**src/rtl/uart_tx_mmio.sv**
```systemverilog
// Memory-mapped 8N1 UART transmitter: byte FIFO fed by bus stores, programmable bit period,
// status/divisor readback on a combinational read bus qualified by sel.
module uart_tx_mmio #(
  parameter logic [15:0] BASE    = 16'hFF00,
  parameter int          DEPTH   = 8,
  parameter logic [15:0] DIV_RST = 16'd434
) (
  input  logic        clk,
  input  logic        rst,
  input  logic        wen,
  input  logic        ren,
  input  logic [15:0] addr,
  input  logic [15:0] din,
  output logic [15:0] dout,
  output logic        sel,
  output logic        tx,
  output logic        irq
);

  localparam int PW = $clog2(DEPTH);
  localparam int CW = PW + 1;
  localparam logic [CW-1:0] DEPTH_C = CW'(DEPTH);
  localparam logic [CW-1:0] C_ONE   = CW'(1);
  localparam logic [PW-1:0] P_ONE   = PW'(1);

  typedef enum logic [1:0] {
    S_IDLE  = 2'd0,
    S_START = 2'd1,
    S_DATA  = 2'd2,
    S_STOP  = 2'd3
  } state_t;

  state_t        r_state;
  logic [15:0]   r_div;
  logic [15:0]   r_cnt;
  logic [7:0]    r_shift;
  logic [2:0]    r_idx;
  logic          r_tx;
  logic          r_irq;
  logic          r_ovf;
  logic [7:0]    r_mem [DEPTH];
  logic [PW-1:0] r_wptr;
  logic [PW-1:0] r_rptr;
  logic [CW-1:0] r_count;

  logic          w_in_win;
  logic [1:0]    w_off;
  logic          w_wr_data;
  logic          w_wr_stat;
  logic          w_wr_div;
  logic          w_empty;
  logic          w_full;
  logic          w_busy;
  logic          w_pop;
  logic          w_push;
  logic          w_drop;
  logic [7:0]    w_head;
  logic [15:0]   w_div_eff;
  logic [15:0]   w_reload;
  logic          w_cnt_zero;
  logic [3:0]    w_count4;
  logic [15:0]   w_status;
  logic          w_unused_addr0;

  // Window is BASE..BASE+5; the fourth word slot (BASE+6) is outside it.
  assign w_in_win  = (addr[15:3] == BASE[15:3]) && (addr[2:1] != 2'b11);
  assign w_off     = addr[2:1];
  assign sel       = w_in_win;
  assign w_unused_addr0 = addr[0];

  assign w_wr_data = wen && w_in_win && (w_off == 2'b00);
  assign w_wr_stat = wen && w_in_win && (w_off == 2'b01);
  assign w_wr_div  = wen && w_in_win && (w_off == 2'b10);

  assign w_empty   = (r_count == {CW{1'b0}});
  assign w_full    = (r_count == DEPTH_C);
  assign w_busy    = (r_state != S_IDLE);
  assign w_pop     = (r_state == S_IDLE) && !w_empty;
  // A full FIFO still accepts a byte when the framer pops in the same cycle.
  assign w_push    = w_wr_data && (!w_full || w_pop);
  assign w_drop    = w_wr_data && !w_push;
  assign w_head    = r_mem[r_rptr];

  assign w_div_eff  = (r_div == 16'd0) ? 16'd1 : r_div;
  assign w_reload   = w_div_eff - 16'd1;
  assign w_cnt_zero = (r_cnt == 16'd0);

  assign w_count4 = 4'(r_count);
  assign w_status = {8'h00, w_count4, r_ovf, w_busy, w_empty, w_full};

  // Read mux: driven only for a read strobe inside the window
  always_comb begin
    dout = 16'h0000;
    if (ren && w_in_win) begin
      case (w_off)
        2'b00:   dout = 16'h0000;
        2'b01:   dout = w_status;
        2'b10:   dout = r_div;
        default: dout = 16'h0000;
      endcase
    end else begin
      dout = 16'h0000;
    end
  end

  // FIFO storage array
  always_ff @(posedge clk) begin
    if (w_push) begin
      r_mem[r_wptr] <= din[7:0];
    end
  end

  // FIFO pointers and occupancy
  always_ff @(posedge clk or negedge rst) begin
    if (!rst) begin
      r_wptr  <= {PW{1'b0}};
      r_rptr  <= {PW{1'b0}};
      r_count <= {CW{1'b0}};
    end else begin
      if (w_push) begin
        r_wptr <= r_wptr + P_ONE;
      end
      if (w_pop) begin
        r_rptr <= r_rptr + P_ONE;
      end
      case ({w_push, w_pop})
        2'b10:   r_count <= r_count + C_ONE;
        2'b01:   r_count <= r_count - C_ONE;
        default: r_count <= r_count;
      endcase
    end
  end

  // Control registers: sticky overflow, divisor, idle interrupt
  always_ff @(posedge clk or negedge rst) begin
    if (!rst) begin
      r_ovf <= 1'b0;
      r_div <= DIV_RST;
      r_irq <= 1'b1;
    end else begin
      r_ovf <= (r_ovf && !w_wr_stat) || w_drop;
      if (w_wr_div) begin
        r_div <= din;
      end
      r_irq <= (r_state == S_IDLE) && w_empty;
    end
  end

  // Framing FSM: start bit, eight data bits LSB-first, stop bit
  always_ff @(posedge clk or negedge rst) begin
    if (!rst) begin
      r_state <= S_IDLE;
      r_cnt   <= 16'd0;
      r_shift <= 8'h00;
      r_idx   <= 3'd0;
      r_tx    <= 1'b1;
    end else begin
      case (r_state)
        S_IDLE: begin
          if (w_pop) begin
            r_shift <= w_head;
            r_cnt   <= w_reload;
            r_tx    <= 1'b0;
            r_state <= S_START;
          end
        end
        S_START: begin
          if (w_cnt_zero) begin
            r_tx    <= r_shift[0];
            r_idx   <= 3'd0;
            r_cnt   <= w_reload;
            r_state <= S_DATA;
          end else begin
            r_cnt <= r_cnt - 16'd1;
          end
        end
        S_DATA: begin
          if (w_cnt_zero) begin
            r_cnt <= w_reload;
            if (r_idx == 3'd7) begin
              r_tx    <= 1'b1;
              r_state <= S_STOP;
            end else begin
              r_shift <= {1'b0, r_shift[7:1]};
              r_tx    <= r_shift[1];
              r_idx   <= r_idx + 3'd1;
            end
          end else begin
            r_cnt <= r_cnt - 16'd1;
          end
        end
        S_STOP: begin
          if (w_cnt_zero) begin
            r_state <= S_IDLE;
          end else begin
            r_cnt <= r_cnt - 16'd1;
          end
        end
        default: begin
          r_state <= S_IDLE;
          r_tx    <= 1'b1;
        end
      endcase
    end
  end

  assign tx  = r_tx;
  assign irq = r_irq;

endmodule

```
**config.mk**
```make
export PLATFORM = sky130hd
export DESIGN_NAME = uart_tx_mmio
export DESIGN_NICKNAME = d
export VERILOG_FILES = /design/src/rtl/uart_tx_mmio.sv
export SDC_FILE = /design/constraint.sdc
export NUM_CORES = 1
export LEC_CHECK = 0
export CAP_MARGIN = 20
export CORE_MARGIN = 2
export CORE_UTILIZATION = 55
export CTS_BUF_LIST = sky130_fd_sc_hd__clkbuf_8
export DETAILED_ROUTE_END_ITERATION = 8
export GPL_ROUTABILITY_DRIVEN = 0
export GPL_TIMING_DRIVEN = 0
export PLACE_DENSITY = 0.84
export RECOVER_POWER = 50
export SLEW_MARGIN = 20
export SYNTH_ARGS = -nofsm -noshare
export SYNTH_HDL_FRONTEND = slang
export SYNTH_SLANG_ARGS = --single-unit
```
**constraint.sdc**
```tcl
create_clock -name clk -period 7.1 [get_ports clk]
set_clock_uncertainty 0.05 [all_clocks]
set_input_delay 1.065 -clock clk [delete_from_list [all_inputs] [get_ports clk]]
set_output_delay 1.065 -clock clk [all_outputs]
set_load 0.02 [all_outputs]
```
---- Word-level counts from Yosys, hierarchy flattened ----
Memory sizes are Yosys's and may differ from the RTL's.
Index checks and enable logic that the tools add are counted.
word-level totals
  bits of input ports ..................... 36
  memory bits (writable) .................. 64
  output and inout port bits .............. 19
  memories ................................ 1
  logic and storage cells ................. 99
  bits in registers ....................... 58
memory list
  memory  depth  width  rd ports  clocked after memory_dff  wr ports  RTL line  text
  r_mem   8      8      1         0                         1         41        logic [7:0] r_mem [DEPTH];
operators by class
  reductions and logical operators ........ 33
  eq/ne operators ......................... 18
  multiplexer cells ....................... 29
  $add $sub $neg .......................... 7
operators by type and width
  cell                                                count
  two-way mux 16 bit                                  5
  case mux 16 bit (3 select lines)                    1
  logical NOT 16 bit                                  2
  case mux 16 bit (2 select lines)                    1
  subtractor 16 x 1 -> 16 bit, second input constant  2
  two-way mux 8 bit                                   3
  inequality test 2 bit, second input constant        8
  case mux 8 bit (2 select lines)                     1
  == test 13 bit, second input constant               1
  AND reduction 4 bit                                 3
  logical AND 1 bit                                   11
  two-way mux 2 bit                                   5
  adder 3 x 1 -> 3 bit, second input constant         3
  two-way mux 3 bit                                   3
  == test 2 bit, second input constant                4
  case mux 2 bit (4 select lines)                     1
  case mux 4 bit (2 select lines)                     1
  nonzero test 2 bit                                  4
  == test 2 x 1 -> 1 bit, second input constant       3
  two-way mux 1 bit                                   6
  case mux 3 bit (2 select lines)                     1
  AND reduction 5 bit                                 1
  adder 4 x 1 -> 4 bit, second input constant         1
  == test 4 bit, second input constant                1
  10 further kinds                                    15

---- Logic depth before layout (Yosys ltp) ----
  depth in word-level cells ............... 8
  mapped depth ............................ 11
  mapped depth without buffers ............ 11

---- Worst setup path before layout ----
No wires, ideal clock.
  path type ............................... input to output
  start ................................... in addr[4]
  end ..................................... out dout[0]
  required time ........................... 5.985 ns
  slack ................................... 3.277 ns
  cell stages on the path ................. 4
  buffers on the path ..................... 0
  data arrival time ....................... 2.708 ns
  cell sequence ........................... or4_4 -> nor4_4 -> nand3_1 -> nor2_1
between the ends
  cells in the longest elaborated chain, start to end .. 4
ends and longest elaborated chain
  what                RTL line  text
  start, declared     12        input logic [15:0] addr,
  == test 13 bit      66        assign w_in_win = (addr[15:3] == BASE[15:3]) && (addr[2:1] != 2'b11);
  logical AND 1 bit   66
  named net sel       15        output logic sel,
  logical AND 1 bit   94        if (ren && w_in_win) begin
  two-way mux 16 bit  94
  end, declared       14        output logic [15:0] dout,
The timed path passes the listed nets, and every way through them passes these cells.

---- Final worst setup path ----
  start ................................... in addr[4]
  end ..................................... out dout[5]
between the ends
  cells in the longest elaborated chain, start to end .. 4
ends and longest elaborated chain
  what                RTL line
  == test 13 bit      66
  logical AND 1 bit   66
  logical AND 1 bit   94
  two-way mux 16 bit  94
Every way passes these cells.

==> implementation parameters <==
Parameter                              Value

Clock tree
  Clock transition at the register clock pins on the worst setup and hold paths after CTS ... 0.08 ns
  Count of clock tree sinks ... 122
  Num CTS Buffers ... 17
  Clk buf depth ... 2
  Number of levels the H-tree was split into ... 4
  TritonCTS clock tree ... built
  Number of hold buffers added after cts ... 0
  Master cell of the clock root buffer ... sky130_fd_sc_hd__clkbuf_8
  Clock insertion delay at the later pin of the skew report ... 0.44 ns
  Setup bufs post-CTS ... 0
  Resized Gates After CTS ... 0

Pwr
  Maximum vdd ir drop ... 0.237 mV
  Switch Pwr ... 950 uW
  Power per cell area ... 347 nW/um^2
  Cell internal pwr ... 1520 uW
  Static power due to leakage ... 0.00279 uW
  Fraction of power consumed by combinational cells ... 0.408
  Clock network power share ... 0.222
  Switch share ... 0.385
  Part of the power in registers ... 0.370

STA
  Final Max Slew Viols ... 59
  Final Hold Fails ... 0
  Number of setup violations in the final report ... 0
  Remaining max-slew budget at the tightest pin ... -1.14
  Share of the clock period used by the worst path ... 0.670
  Unrepaired setup endpoints after global routing ... false
  Min Tclk post-route ... 4.75 ns
  Worst Max-Slew Pin Slew ... 3.21 ns
  Maximum achievable frequency ... 210 MHz
  Final total negative setup slack ... 0 ns

Setup path
  CP Data Arrival Time ... 3.64 ns
  Critical path launch point type ... primary input
  Cell type of the slowest stage on the worst timing path ... sky130_fd_sc_hd__clkdlybuf4s50_1
  Most prevalent standard cell on the critical path ... sky130_fd_sc_hd__clkdlybuf4s50_1
  Critical path capture point type ... output port
  Top fanout value on the critical path ... 8
  Req. time, crit path ... 5.98 ns
  Crit path largest cell delay ... 0.64 ns
  Classification of the worst setup path ... primary input to output port
  Critical-path cell list ... clkdlybuf4s50_1 -> or4_4 -> nor4_4 -> nand3_1 -> nor2_1 -> clkdlybuf4s50_1

Placed design
  Cell area after placement ... 6770 sq um
  Count of input and output buffers ... 53
  Post-detailed-placement half-perimeter wirelength ... 9.46 mm

Routing
  Number of detailed-route iterations in the first pass ... 5
  DRT antenna net count ... 0
  Per-cell via count in the routed design ... 6.03
  Number of DRC violations after detailed-routing iteration 0 ... 283
  Total via count in the routed design ... 4286
  Overall routed net length ... 13.5 mm
  DR DRC count ... 0
  Wire length per cell after detailed routing ... 19.0 microns

Cells and area
  Layout cell share with drive strength beyond 1 ... 0.179
  Area taken by multi-input logic gates ... 2530 sq um
  Total Nets Final ... 611
  Sequential standard cell area ... 3380 sq um
  Number of filler cells placed in the layout ... 751
  Number of antenna diodes ... 0
  Cell area after layout ... 7110 sq um
  Layout area overhead ... 17.3%

Synthesis
  Fraction of the yosys area taken by sequential cells ... 0.558
  Post-synthesis instance area ... 6060 sq um
  Yosys synthesis warning count ... 0
  Most used standard cell by instance count after synthesis ... sky130_fd_sc_hd__edfxtp_1
  Top post-synthesis cells by count ... sky130_fd_sc_hd__edfxtp_1 (64), sky130_fd_sc_hd__dfrtp_1 (51), sky130_fd_sc_hd__nand2_1 (39)
  Post-Synthesis Mean Instance Area ... 12.5 sq um
  Top cells by area, synth ... sky130_fd_sc_hd__edfxtp_1 (32%), sky130_fd_sc_hd__dfrtp_1 (21%), sky130_fd_sc_hd__mux4_2 (5.9%), sky130_fd_sc_hd__mux2_2 (5.0%), sky130_fd_sc_hd__ha_1 (3.3%)
  Syn_nets ... 539
  Register bit total from synthesis ... 122
  Number of synthesized flops with an enable pin ... 64
  FFs w/ async S/R, synth ... 0.475
  Dominant cell type by area after synthesis ... sky130_fd_sc_hd__edfxtp_1
  Number of distinct library cells after synthesis ... 62
  Most instantiated flip-flop cell in the synthesis netlist ... sky130_fd_sc_hd__edfxtp_1
  Synthesized instance count ... 486
  Portion of synthesized cell area occupied by the leading cell type ... 0.317

Floorplan
  Placeable Area ... 10800 sq um
  Top-level I/O count ... 55
  Chip width ... 109 microns
  Chip Height ... 109 microns
  Starting density of the core ... 0.562
  Row Count ... 38
  Die ar. ... 11900 sq um

Global route
  Largest net degree at the start of global routing ... 59
  All-layer global routing usage ... 0.245
  Leftover overflow at the end of global routing ... 0
  Via count of the first global-routing pass ... 4336
  Initial antenna violation count ... 0
  Global-route wire length before repair ... 21.9 mm

Run status
  Violated checks ... max-capacitance violations, max-slew violations
  Outcome ... finished with violations

Hold path
  Hold Path Class ... flop to flop

Flow run
  Maximum Capacitance Violations ... 1
flip-flops by register name, indices dropped and copies added, names as in the netlist:
name     flops
r_count      4
r_cnt       16
r_ovf        1
tx           1
irq          1
r_shift      8
r_wptr       3
r_state      2
r_idx        3
r_rptr       3
r_div       16
r_mem       64
area by class of cell:
type,instances,area share
Inverter,16,0.00845
Multi-Input combinational cell,328,0.356
Clock inverter,15,0.0162
Clock buffer,17,0.0329
Sequential cell,122,0.476
Tap cell,140,0.0246
Timing Repair Buffer,53,0.0737
Buffer,20,0.0128
power groups by stage:
stage	Sequential, uW	Combinational, uW	Clock (uW)
2_1_floorplan	906	763	0
3_3_place_gp	917	944	0
3_5_place_dp	925	993	0
4_1_cts	912	1000	552
5_1_grt	923	1120	586
6_report	913	1010	547
worst paths after layout:
kind	from	to	slack [ns]	depth (start not counted)
min in group asynchronous	rst	r_cnt[11]$_DFFE_PN0P_	1.64	1
worst min register to register	tx$_DFFE_PN1P_	tx$_DFFE_PN1P_	0.44	2
worst max-delay path	addr[4]	dout[5]	2.35	6
max in group asynchronous	rst	r_idx[2]$_DFFE_PN0P_	3.56	1
worst max register to register	r_div[8]$_DFFE_PN1P_	r_cnt[10]$_DFFE_PN0P_	3.94	11
worst min-delay path	tx$_DFFE_PN1P_	tx$_DFFE_PN1P_	0.44	2
stage by stage:
step	power, uW	util	setup slack (ns)	std cells	hold slack, ns
final	2470	0.659	2.35	711	0.444
after CTS	2470	0.660	2.38	711	0.447
after global routing	2620	0.659	2.25	711	0.478
after global placement	1860	0.627	2.48	679	0.428
after detailed placement	1920	0.627	2.44	679	0.431
after floorplan	1670	-	3.28	486	0.399
layout by cell type, fill, tap and decap left out, types with 13 or more instances in the layout:
master and n:
sky130_fd_sc_hd__edfxtp_1 64, sky130_fd_sc_hd__dfrtp_1 51, sky130_fd_sc_hd__clkdlybuf4s50_1 44, sky130_fd_sc_hd__nand2_1 39
sky130_fd_sc_hd__nor2_1 37, sky130_fd_sc_hd__o21ai_0 32, sky130_fd_sc_hd__mux2_2 27, sky130_fd_sc_hd__inv_1 17
sky130_fd_sc_hd__clkbuf_8 17, sky130_fd_sc_hd__a21oi_1 16, sky130_fd_sc_hd__mux4_2 16, sky130_fd_sc_hd__ha_1 16
sky130_fd_sc_hd__nor3_1 15, sky130_fd_sc_hd__clkbuf_1 13
critical path, delay by kind of cell:
| family | cells | cell delay (ns) |
|---|---|---|
| and+or+nand+nor | 4 | 1.53 |
| buffers and inverters | 2 | 1.04 |
kinds of logic after synthesis:
group           count (synthesis)  synth area share
xor+xnor                       16            0.0231
simple gates                  149             0.129
mux                            54             0.129
flops                         122             0.558
fa+ha+maj                      17            0.0363
compound gates                 92             0.100
buf+inv                        36            0.0250
per-layer routing:
layer  up-vias  GRT usage  share of wire
li1       1979          -              -
met1      2105      0.323           0.41
met2       177      0.401           0.51
met3        25     0.0514          0.057
met4         0     0.0943          0.019
met5         -          0              0
(Power assumes the default switching activity.)
